===== config.mk =====
export PLATFORM = sky130hd
export DESIGN_NAME = uart_tx_cfg
export DESIGN_NICKNAME = d
export VERILOG_FILES = /design/src/rtl/uart_pkg.sv /design/src/rtl/uart_tx_cfg.sv
export SDC_FILE = /design/constraint.sdc
export NUM_CORES = 1
export LEC_CHECK = 0
export ABC_AREA = 1
export CORE_MARGIN = 10
export CORE_UTILIZATION = 55
export DETAILED_ROUTE_END_ITERATION = 12
export PLACE_DENSITY = 0.85
export SLEW_MARGIN = 30
export SYNTH_ARGS = -nofsm -noshare
export SYNTH_HDL_FRONTEND = slang
export SYNTH_SLANG_ARGS = --single-unit

===== constraint.sdc =====
create_clock -name clk -period 2.2 [get_ports clk]
set_input_delay 0.44 -clock clk [delete_from_list [all_inputs] [get_ports clk]]
set_output_delay 0.44 -clock clk [all_outputs]
set_load 0.02 [all_outputs]

===== src/rtl/uart_pkg.sv =====
// Shared encodings for the configurable UART transmitter: FSM states, parity and stop-bit codes.
package uart_pkg;

  typedef enum logic [2:0] {
    StIdle,
    StStart,
    StData,
    StParity,
    StStop,
    StBreak
  } tx_state_e;

  localparam logic [1:0] PAR_NONE = 2'b00;
  localparam logic [1:0] PAR_EVEN = 2'b01;
  localparam logic [1:0] PAR_ODD  = 2'b10;

  localparam logic [1:0] STOP_1   = 2'b00;
  localparam logic [1:0] STOP_1P5 = 2'b01;
  localparam logic [1:0] STOP_2   = 2'b10;

  localparam int unsigned MIN_DBIT = 5;

endpackage


===== src/rtl/uart_tx_cfg.sv =====
// UART transmitter with runtime frame format, one-entry holding register for back-to-back
// frames, and break generation. Bit timing comes from an external 16x oversample tick.
module uart_tx_cfg
  import uart_pkg::*;
#(
  parameter int unsigned MAX_DBIT = 9,
  parameter int unsigned SB_TICK  = 16
) (
  input  logic                clk,
  input  logic                arst_n,
  input  logic                rst,
  input  logic                s_tick,
  input  logic                tx_en,
  input  logic [3:0]          cfg_dbits,
  input  logic [1:0]          cfg_parity,
  input  logic [1:0]          cfg_stop,
  input  logic [MAX_DBIT-1:0] din,
  input  logic                tx_start,
  output logic                tx_ready,
  input  logic                tx_break,
  output logic                tx,
  output logic                tx_done_tick,
  output logic                tx_busy
);

  // Wide enough for the longest stop period (2 bit times).
  localparam int unsigned TW = $clog2(2 * SB_TICK);

  tx_state_e             state_q;
  logic [TW-1:0]         tick_q;
  logic [3:0]            bit_q;
  logic [MAX_DBIT-1:0]   shift_q;
  logic [MAX_DBIT-1:0]   hold_q;
  logic                  hold_full_q;
  logic [3:0]            dbits_q;
  logic                  par_en_q;
  logic                  par_bit_q;
  logic [1:0]            stop_q;
  logic                  mark_q;
  logic                  tx_q;
  logic                  done_q;

  logic [3:0]    dbits_c;
  logic          par_c;
  logic [TW-1:0] stop_last;
  logic          tick_end;
  logic          stop_end;
  logic          frame_go;
  logic          load;

  always_comb begin
    if (cfg_dbits < 4'(MIN_DBIT)) begin
      dbits_c = 4'(MIN_DBIT);
    end else if (cfg_dbits > 4'(MAX_DBIT)) begin
      dbits_c = 4'(MAX_DBIT);
    end else begin
      dbits_c = cfg_dbits;
    end

    par_c = (cfg_parity == PAR_ODD);
    for (int i = 0; i < int'(MAX_DBIT); i++) begin
      if (4'(i) < dbits_c) par_c = par_c ^ hold_q[i];
    end

    case (stop_q)
      STOP_1:          stop_last = TW'(SB_TICK - 1);
      STOP_1P5:        stop_last = TW'(SB_TICK * 3 / 2 - 1);
      STOP_2, 2'b11:   stop_last = TW'(2 * SB_TICK - 1);
      default:         stop_last = TW'(2 * SB_TICK - 1);
    endcase

    tick_end = s_tick && (tick_q == TW'(SB_TICK - 1));
    stop_end = s_tick && (tick_q == stop_last);
    frame_go = hold_full_q && tx_en && !tx_break;
    // A queued frame starts from IDLE, or straight out of the final stop tick.
    load     = frame_go && ((state_q == StIdle) || ((state_q == StStop) && stop_end));
  end

  always_ff @(posedge clk or negedge arst_n) begin
    if (!arst_n) begin
      state_q     <= StIdle;
      tick_q      <= '0;
      bit_q       <= '0;
      shift_q     <= '0;
      hold_q      <= '0;
      hold_full_q <= 1'b0;
      dbits_q     <= 4'(MIN_DBIT);
      par_en_q    <= 1'b0;
      par_bit_q   <= 1'b0;
      stop_q      <= STOP_1;
      mark_q      <= 1'b0;
      tx_q        <= 1'b1;
      done_q      <= 1'b0;
    end else if (rst) begin
      state_q     <= StIdle;
      tick_q      <= '0;
      bit_q       <= '0;
      shift_q     <= '0;
      hold_q      <= '0;
      hold_full_q <= 1'b0;
      dbits_q     <= 4'(MIN_DBIT);
      par_en_q    <= 1'b0;
      par_bit_q   <= 1'b0;
      stop_q      <= STOP_1;
      mark_q      <= 1'b0;
      tx_q        <= 1'b1;
      done_q      <= 1'b0;
    end else begin
      done_q <= 1'b0;
      if (tx_start && !hold_full_q) begin
        hold_q      <= din;
        hold_full_q <= 1'b1;
      end
      if (s_tick && (state_q != StIdle)) tick_q <= tick_q + TW'(1);

      unique case (state_q)
        StIdle: begin
          if (tx_break) begin
            state_q <= StBreak;
            tx_q    <= 1'b0;
            mark_q  <= 1'b0;
            tick_q  <= '0;
          end
        end
        StStart: begin
          if (tick_end) begin
            tick_q  <= '0;
            bit_q   <= '0;
            state_q <= StData;
            tx_q    <= shift_q[0];
          end
        end
        StData: begin
          if (tick_end) begin
            tick_q  <= '0;
            shift_q <= shift_q >> 1;
            if (bit_q == dbits_q - 4'd1) begin
              state_q <= par_en_q ? StParity : StStop;
              tx_q    <= par_en_q ? par_bit_q : 1'b1;
            end else begin
              bit_q <= bit_q + 4'd1;
              tx_q  <= shift_q[1];
            end
          end
        end
        StParity: begin
          if (tick_end) begin
            tick_q  <= '0;
            state_q <= StStop;
            tx_q    <= 1'b1;
          end
        end
        StStop: begin
          if (stop_end) begin
            tick_q  <= '0;
            done_q  <= 1'b1;
            state_q <= StIdle;
            tx_q    <= 1'b1;
          end
        end
        StBreak: begin
          // Hold the line low until release, then one bit time of mark before IDLE.
          if (!mark_q) begin
            tick_q <= '0;
            if (!tx_break) begin
              mark_q <= 1'b1;
              tx_q   <= 1'b1;
            end
          end else if (tick_end) begin
            tick_q  <= '0;
            mark_q  <= 1'b0;
            state_q <= StIdle;
          end
        end
        default: state_q <= StIdle;
      endcase

      if (load) begin
        state_q     <= StStart;
        tx_q        <= 1'b0;
        shift_q     <= hold_q;
        hold_full_q <= 1'b0;
        dbits_q     <= dbits_c;
        par_en_q    <= (cfg_parity == PAR_EVEN) || (cfg_parity == PAR_ODD);
        par_bit_q   <= par_c;
        stop_q      <= cfg_stop;
        tick_q      <= '0;
        bit_q       <= '0;
      end
    end
  end

  assign tx           = tx_q;
  assign tx_done_tick = done_q;
  assign tx_busy      = (state_q != StIdle);
  assign tx_ready     = ~hold_full_q;

endmodule


## Word level (Yosys, flattened, before mapping)

Index checks and enable logic that the tools add are counted.

| word-level totals | value |
|---|---|
| flip-flop bits (word level) | 42 |
| bits in latches | 0 |
| bits in writable memories | 0 |
| memory bits (read-only) | 0 |
| input bits | 24 |
| output and inout bits | 4 |
| logic and storage cells | 167 |
| memories | 0 |

| operators by class | value |
|---|---|
| add/subtract/negate cells | 3 |
| $mul | 0 |
| divide/modulo/power cells | 0 |
| $lt $le $gt $ge | 11 |
| equal/unequal tests | 25 |
| shift operators | 0 |
| muxes and demuxes | 75 |
| bitwise gates (word level) | 10 |
| reduce and logical (&&, ||, !) cells | 30 |

Operators with widths:

| kind | count |
|---|---|
| $mux 9 | 6 |
| $ne 4x4->1 const B | 11 |
| $mux 4 | 9 |
| $mux 5 | 7 |
| $mux 1 | 34 |
| $mux 3 | 11 |
| $pmux 5 s4 | 1 |
| $pmux 3 s6 | 1 |
| $lt 3x4->1 const A | 4 |
| $reduce_and 8->1 | 2 |
| $pmux 5 s3 | 1 |
| $reduce_bool 3->1 | 5 |
| $xor 1x1->1 | 9 |
| $logic_and 1x1->1 | 8 |
| $lt 1x4->1 const A | 2 |
| $lt 2x4->1 const A | 2 |
| $pmux 4 s2 | 1 |
| $reduce_bool 8->1 | 1 |
| $eq 2x2->1 const B | 3 |
| $eq 3x2->1 const B | 2 |
| $eq 3x3->1 const B | 2 |
| $pmux 1 s6 | 1 |
| $add 5x1->5 const B | 1 |
| $eq 5x4->1 const B | 1 |
| other kinds (23) | 29 |

## Logic depth before layout (Yosys ltp)

Gate-level depths: netlist (run 1).

| logic depth | value |
|---|---|
| depth after elaboration | 23 |
| mapped depth | 15 |
| depth with buffers taken out | 15 |

## Worst setup path after synthesis (run 1)

OpenSTA, ideal clock, no wires.

| path | value |
|---|---|
| path type | reg-to-reg |
| from | reg dbits_q[0] |
| to | reg state_q[1] |
| library setup time | 0.117 ns |
| data arrival time | 1.686 ns |
| required time | 2.083 ns |
| slack | 0.397 ns |
| stages on the path, launching flop included | 13 |
| buffers on the path | 0 |
| period minus slack after synthesis | 1.803 ns |
| cell sequence | dfstp_2 -> inv_1 -> ha_1 -> nand2_1 -> nand4_1 -> nor2_1 -> nand2_1 -> nand2_1 -> nand3_1 -> nand2_2 -> nand2_1 -> nand2_1 -> nand2_1 |

| between the ends | value |
|---|---|
| longest elaborated chain between the ends | 4 |

RTL lines:

| what | line | text |
|---|---|---|
| start, declared | uart_tx_cfg.sv:35 | `logic [3:0] dbits_q;` |
| start signal, assigned | uart_tx_cfg.sv:87 | `dbits_q <= 4'(MIN_DBIT);` |
| start signal, assigned | uart_tx_cfg.sv:101 | `dbits_q <= 4'(MIN_DBIT);` |
| start signal, assigned | uart_tx_cfg.sv:183 | `dbits_q <= dbits_c;` |
| $sub 4x1->4 | uart_tx_cfg.sv:137 | `if (bit_q == dbits_q - 4'd1) begin` |
| $eq 4x4->1 | uart_tx_cfg.sv:137 |  |
| $ne 4x4->1 (no source line) | - |  |
| $reduce_and 8->1 (no source line) | - |  |
| end signal, assigned | uart_tx_cfg.sv:138 | `state_q <= par_en_q ? StParity : StStop;` |
| end signal, assigned | uart_tx_cfg.sv:149 | `state_q <= StStop;` |
| end signal, assigned | uart_tx_cfg.sv:157 | `state_q <= StIdle;` |
| end, declared | uart_tx_cfg.sv:29 | `tx_state_e state_q;` |

Every way passes these cells.
A chain may end at the register's enable or synchronous reset.

## Worst setup path after layout (run 1)

| path | value |
|---|---|
| from | reg dbits_q[0] |
| to | reg state_q[2] |

The elaborated chain is that of the path after synthesis.

==> flow_summary_export.csv, run 1 <==
group,metric,value,unit
yosys,synth_most_common_cell,"sky130_fd_sc_hd__nand2_1",
sta,slew_violations,0,
yosys,post-synth-top-area-fraction,39.0,%
clocking,cts_tree,"yes",
routing,remaining_drc_errors,0,
die,num_io_pins,28,
die,core_box_area,0.00438,mm^2
yosys,synthesis.nets,360,
placement,post-place-ws,0.0704,ns
sta,timing.setup.tns,0,ns
clocking,numCtsBuffers,5,
power,worst_supply_voltage_drop_on_vdd,0.419,mV
yosys,syn-mean-instance-area,7.56,um^2
global_route,grt_overflow,0,
critical_path,critical_path_arrival,2.18,ns
global_route,maximum_number_of_pins_on_one_net_before_global_route_repair,23,
critical_path,cp_cell_sequence,"inv_1 -> ha_1 -> inv_1 -> nand2_1 -> nand4_1 -> nor2_1 -> nand2_1 -> nand2_1 -> nand3_1 -> nand2_2 -> nand2_1 -> nand2_1 -> nand2_1",
die,dieArea,0.00765,mm^2
die,floorplan.die.height,87.5,um
clocking,cts_post_setup_buffers_inserted,0,
sta,timing.slew.headroom,61.2,%
routing,route.detailed.vias_per_inst,5.53,
yosys,ys.flop_type,"sky130_fd_sc_hd__dfrtp_1",
global_route,grt_pass1_wl,10300,um
routing,wl,5910,um
sta,setup_slack,0.207,ns
critical_path,crit_path_frequent_cell,"sky130_fd_sc_hd__nand2_1",
placement,place_area,0.00286,mm^2
clocking,postCtsHoldBufs,0,
clocking,cts_max_level,2,
routing,firstDrtPassIters,4,
layout,antenna-diode-count,0,
layout,area.growth.synth_to_final,19.0,%
critical_path,timing.critical_path.slowest_cell_delay,0.54,ns
sta,fin_worst_skew,0.00559,ns
yosys,synth-edff-count,0,
critical_path,path_buf_inv,2,
critical_path,setup.worst_path.class,"register to register",
critical_path,timing.critical_path.fanout_max,4,
placement,port_buffers,27,
die,std_cell_rows,24,
run,timing.max_cap.violations,0,
run_status,outcome,"finished clean",
yosys,asyncSetResetFlopFracSynth,100,%
sta,top_achievable_clock_speed,502,MHz
critical_path,reg2reg_depth,13,
placement,detailed_place_hpwl,4530,um
clocking,clk_root_buffer_cell,"sky130_fd_sc_hd__clkbuf_8",
critical_path,timing.critical_path.required,2.39,ns
die,floorplan.die.width,87.5,um
yosys,yosysSeqAreaShare,42.1,%
critical_path,timing.critical_path.slowest_stage_cell,"sky130_fd_sc_hd__dfstp_2",
routing,dr.first_iter.drc_count,151,
critical_path,timing.reg2reg.setup_slack,0.21,ns
global_route,first_global_vias,2270,
routing,ant_nets,0,
yosys,netlist-cell-type-count,36,
critical_path,setup_crit_end_kind,"register",
sta,hold_violations,0,
yosys,postSynthRegisterBits,42,
routing,vias,2318,
layout,final_layout_size_suffix_gt1_share,10.1,%
yosys,synthesized_cell_area,0.00250,mm^2
yosys,netlist.top_cell.by_area,"sky130_fd_sc_hd__dfrtp_1",
yosys,netlist_top_cells_area,"sky130_fd_sc_hd__dfrtp_1 (39%), sky130_fd_sc_hd__nand2_1 (14%), sky130_fd_sc_hd__nand3_1 (8.0%), sky130_fd_sc_hd__inv_1 (5.7%), sky130_fd_sc_hd__o21ai_0 (4.0%)",
sta,timing.final.setup_violations,0,
yosys,synth_top_cells_by_count,"sky130_fd_sc_hd__nand2_1 (96), sky130_fd_sc_hd__nand3_1 (40), sky130_fd_sc_hd__dfrtp_1 (39)",
hold_path,min-delay-path-class,"input port to asynchronous set/reset pin",
clocking,clkTransAtPathRegs,0.08,ns
global_route,antenna_found_initial,0,
global_route,grt_util_all_layers,16.4,%
clocking,clkLatencyLatePin,0.29,ns
sta,worst_slew_pin_tran,0.582,ns
yosys,synthesis.yosys.warnings,0,
routing,routedWlPerCell,14.1,um
critical_path,critPathTopFamily,"simple AND/OR/NAND/NOR gates",
sta,grt_setup_unrepaired,"false",
layout,post_route_cell_area,0.00298,mm^2
die,effective_utilization_at_floorplan,57.1,%
layout,fin_nets,395,
yosys,synth_cells,331,
critical_path,r2r_start,"dbits_q[0]$_DFFE_PN1N_",
sta,finalWorstPathRequiredPeriod,1.99,ns
critical_path,setup.worst_path.start_class,"register",
placement,gpl.final_weighted_congestion,0.925,
power,power_per_cell_area,803,mW/mm^2
power,static-leakage-power,0.00141,uW
clocking,ctsLongestPathBuffers,2,
clocking,clock_sink_count,42,
sta,post-route-period-util,90.6,%
critical_path,timing.rr.end,"state_q[2]$_DFFE_PN0P_",
## how the worst max path moves through the flow
stage	endpoint	start	cells past startpoint	slack (ns)
2_1_floorplan	state_q[1]$_DFFE_PN0P_	dbits_q[0]$_DFFE_PN1N_	12	0.40
3_3_place_gp	stop_q[1]$_DFFE_PN0N_	s_tick	8	0.14
3_5_place_dp	stop_q[1]$_DFFE_PN0N_	s_tick	8	0.07
4_1_cts	tx_busy	state_q[1]$_DFFE_PN0P_	5	0.03
5_1_grt	state_q[2]$_DFFE_PN0P_	dbits_q[0]$_DFFE_PN1N_	12	0.02
6_report	state_q[2]$_DFFE_PN0P_	dbits_q[0]$_DFFE_PN1N_	13	0.21
## cell usage in the layout, fill, tap and decap left out, types with 2 or more instances in the layout
cell / n
sky130_fd_sc_hd__nand2_1: 96
sky130_fd_sc_hd__nand3_1: 40
sky130_fd_sc_hd__inv_1: 38
sky130_fd_sc_hd__dfrtp_1: 38
sky130_fd_sc_hd__clkdlybuf4s50_1: 25
sky130_fd_sc_hd__o21ai_0: 19
sky130_fd_sc_hd__a21oi_1: 15
sky130_fd_sc_hd__nor2_1: 13
sky130_fd_sc_hd__o21ai_1: 7
sky130_fd_sc_hd__nand4_1: 6
sky130_fd_sc_hd__xor2_1: 6
sky130_fd_sc_hd__xnor2_1: 6
sky130_fd_sc_hd__ha_1: 5
sky130_fd_sc_hd__clkbuf_8: 5
sky130_fd_sc_hd__buf_4: 5
sky130_fd_sc_hd__inv_2: 4
sky130_fd_sc_hd__nor2_2: 4
sky130_fd_sc_hd__o22ai_1: 4
sky130_fd_sc_hd__nand2_4: 3
sky130_fd_sc_hd__dfstp_2: 3
sky130_fd_sc_hd__o2111ai_1: 2
sky130_fd_sc_hd__a22oi_1: 2
sky130_fd_sc_hd__clkbuf_1: 2
## layer usage
metal | global-route usage [%] | vias up | share of wire, %
met2 | 27.0 | 83 | 49
met1 | 20.3 | 1062 | 42
met5 | 0 | - | 0
met4 | 4.93 | 0 | 2.1
li1 | - | 1153 | -
met3 | 4.68 | 20 | 6.9
## flip-flops by register name (all words and copies together) (netlist names)
| register | count |
|---|---|
| tx | 1 |
| stop_q | 2 |
| tick_q | 5 |
| bit_q | 4 |
| shift_q | 9 |
| hold_full_q | 1 |
| dbits_q | 4 |
| state_q | 3 |
| tx_done_tick | 1 |
| mark_q | 1 |
| hold_q | 9 |
| par_bit_q | 1 |
| par_en_q | 1 |
## final cells by class
cell class                 instances  area (um^2)
clock buffer                       7         76.3
multi-input combinational        240         1260
inverter                          44          170
sequential                        42         1060
timing repair buffer              33          325
clock inverter                     1         30.0
tap                               52         65.1
fill                             378         1410
## report_power, final
part	internal, uW	switching [uW]	total (uW)	leakage [uW]
logic	324	536	859	0.000794
registers	859	77.5	936	0.000560
clock network	340	258	598	0.0000524
total	1520	871	2390	0.00141
## per-stage QoR
| stage | std cells | utilization [%] | power (uW) | hold WS, ns |
|---|---|---|---|---|
| 2_1_floorplan | 331 | - | 1520 | 0.144 |
| 3_3_place_gp | 411 | 65.3 | 1780 | 0.442 |
| 3_5_place_dp | 411 | 65.3 | 1800 | 0.440 |
| 4_1_cts | 419 | 67.7 | 2390 | 0.124 |
| 5_1_grt | 419 | 68.0 | 2570 | 0.141 |
| 6_report | 419 | 68.0 | 2390 | 0.116 |
## cells by family (layout without fill, tap and decap cells)
group | Yosys count | in the layout | share of synthesized area [%]
buffers and inverters | 49 | 85 | 7.95
flip-flops | 42 | 42 | 42.1
AO/OA/AOI/OAI | 55 | 55 | 12.5
multiplexers | 1 | 1 | 0.400
adder cells (fa/ha/maj) | 5 | 5 | 2.50
AND/OR/NAND/NOR | 167 | 167 | 30.3
XOR/XNOR | 12 | 12 | 4.20
## repair_timing
action / CTS / global route
hold endpoints to repair: 0 / 0
resized for setup: 0 / 4
endpoints found under the setup margin: 0 / 5
Power figures use the tool's default switching activity.
==> inputs of run 2 (changes only) <==
Settings changed: CAP_MARGIN set to 20.
==> results of run 2 <==
The final DEF is identical to that of run 1; final timing and power are the same.
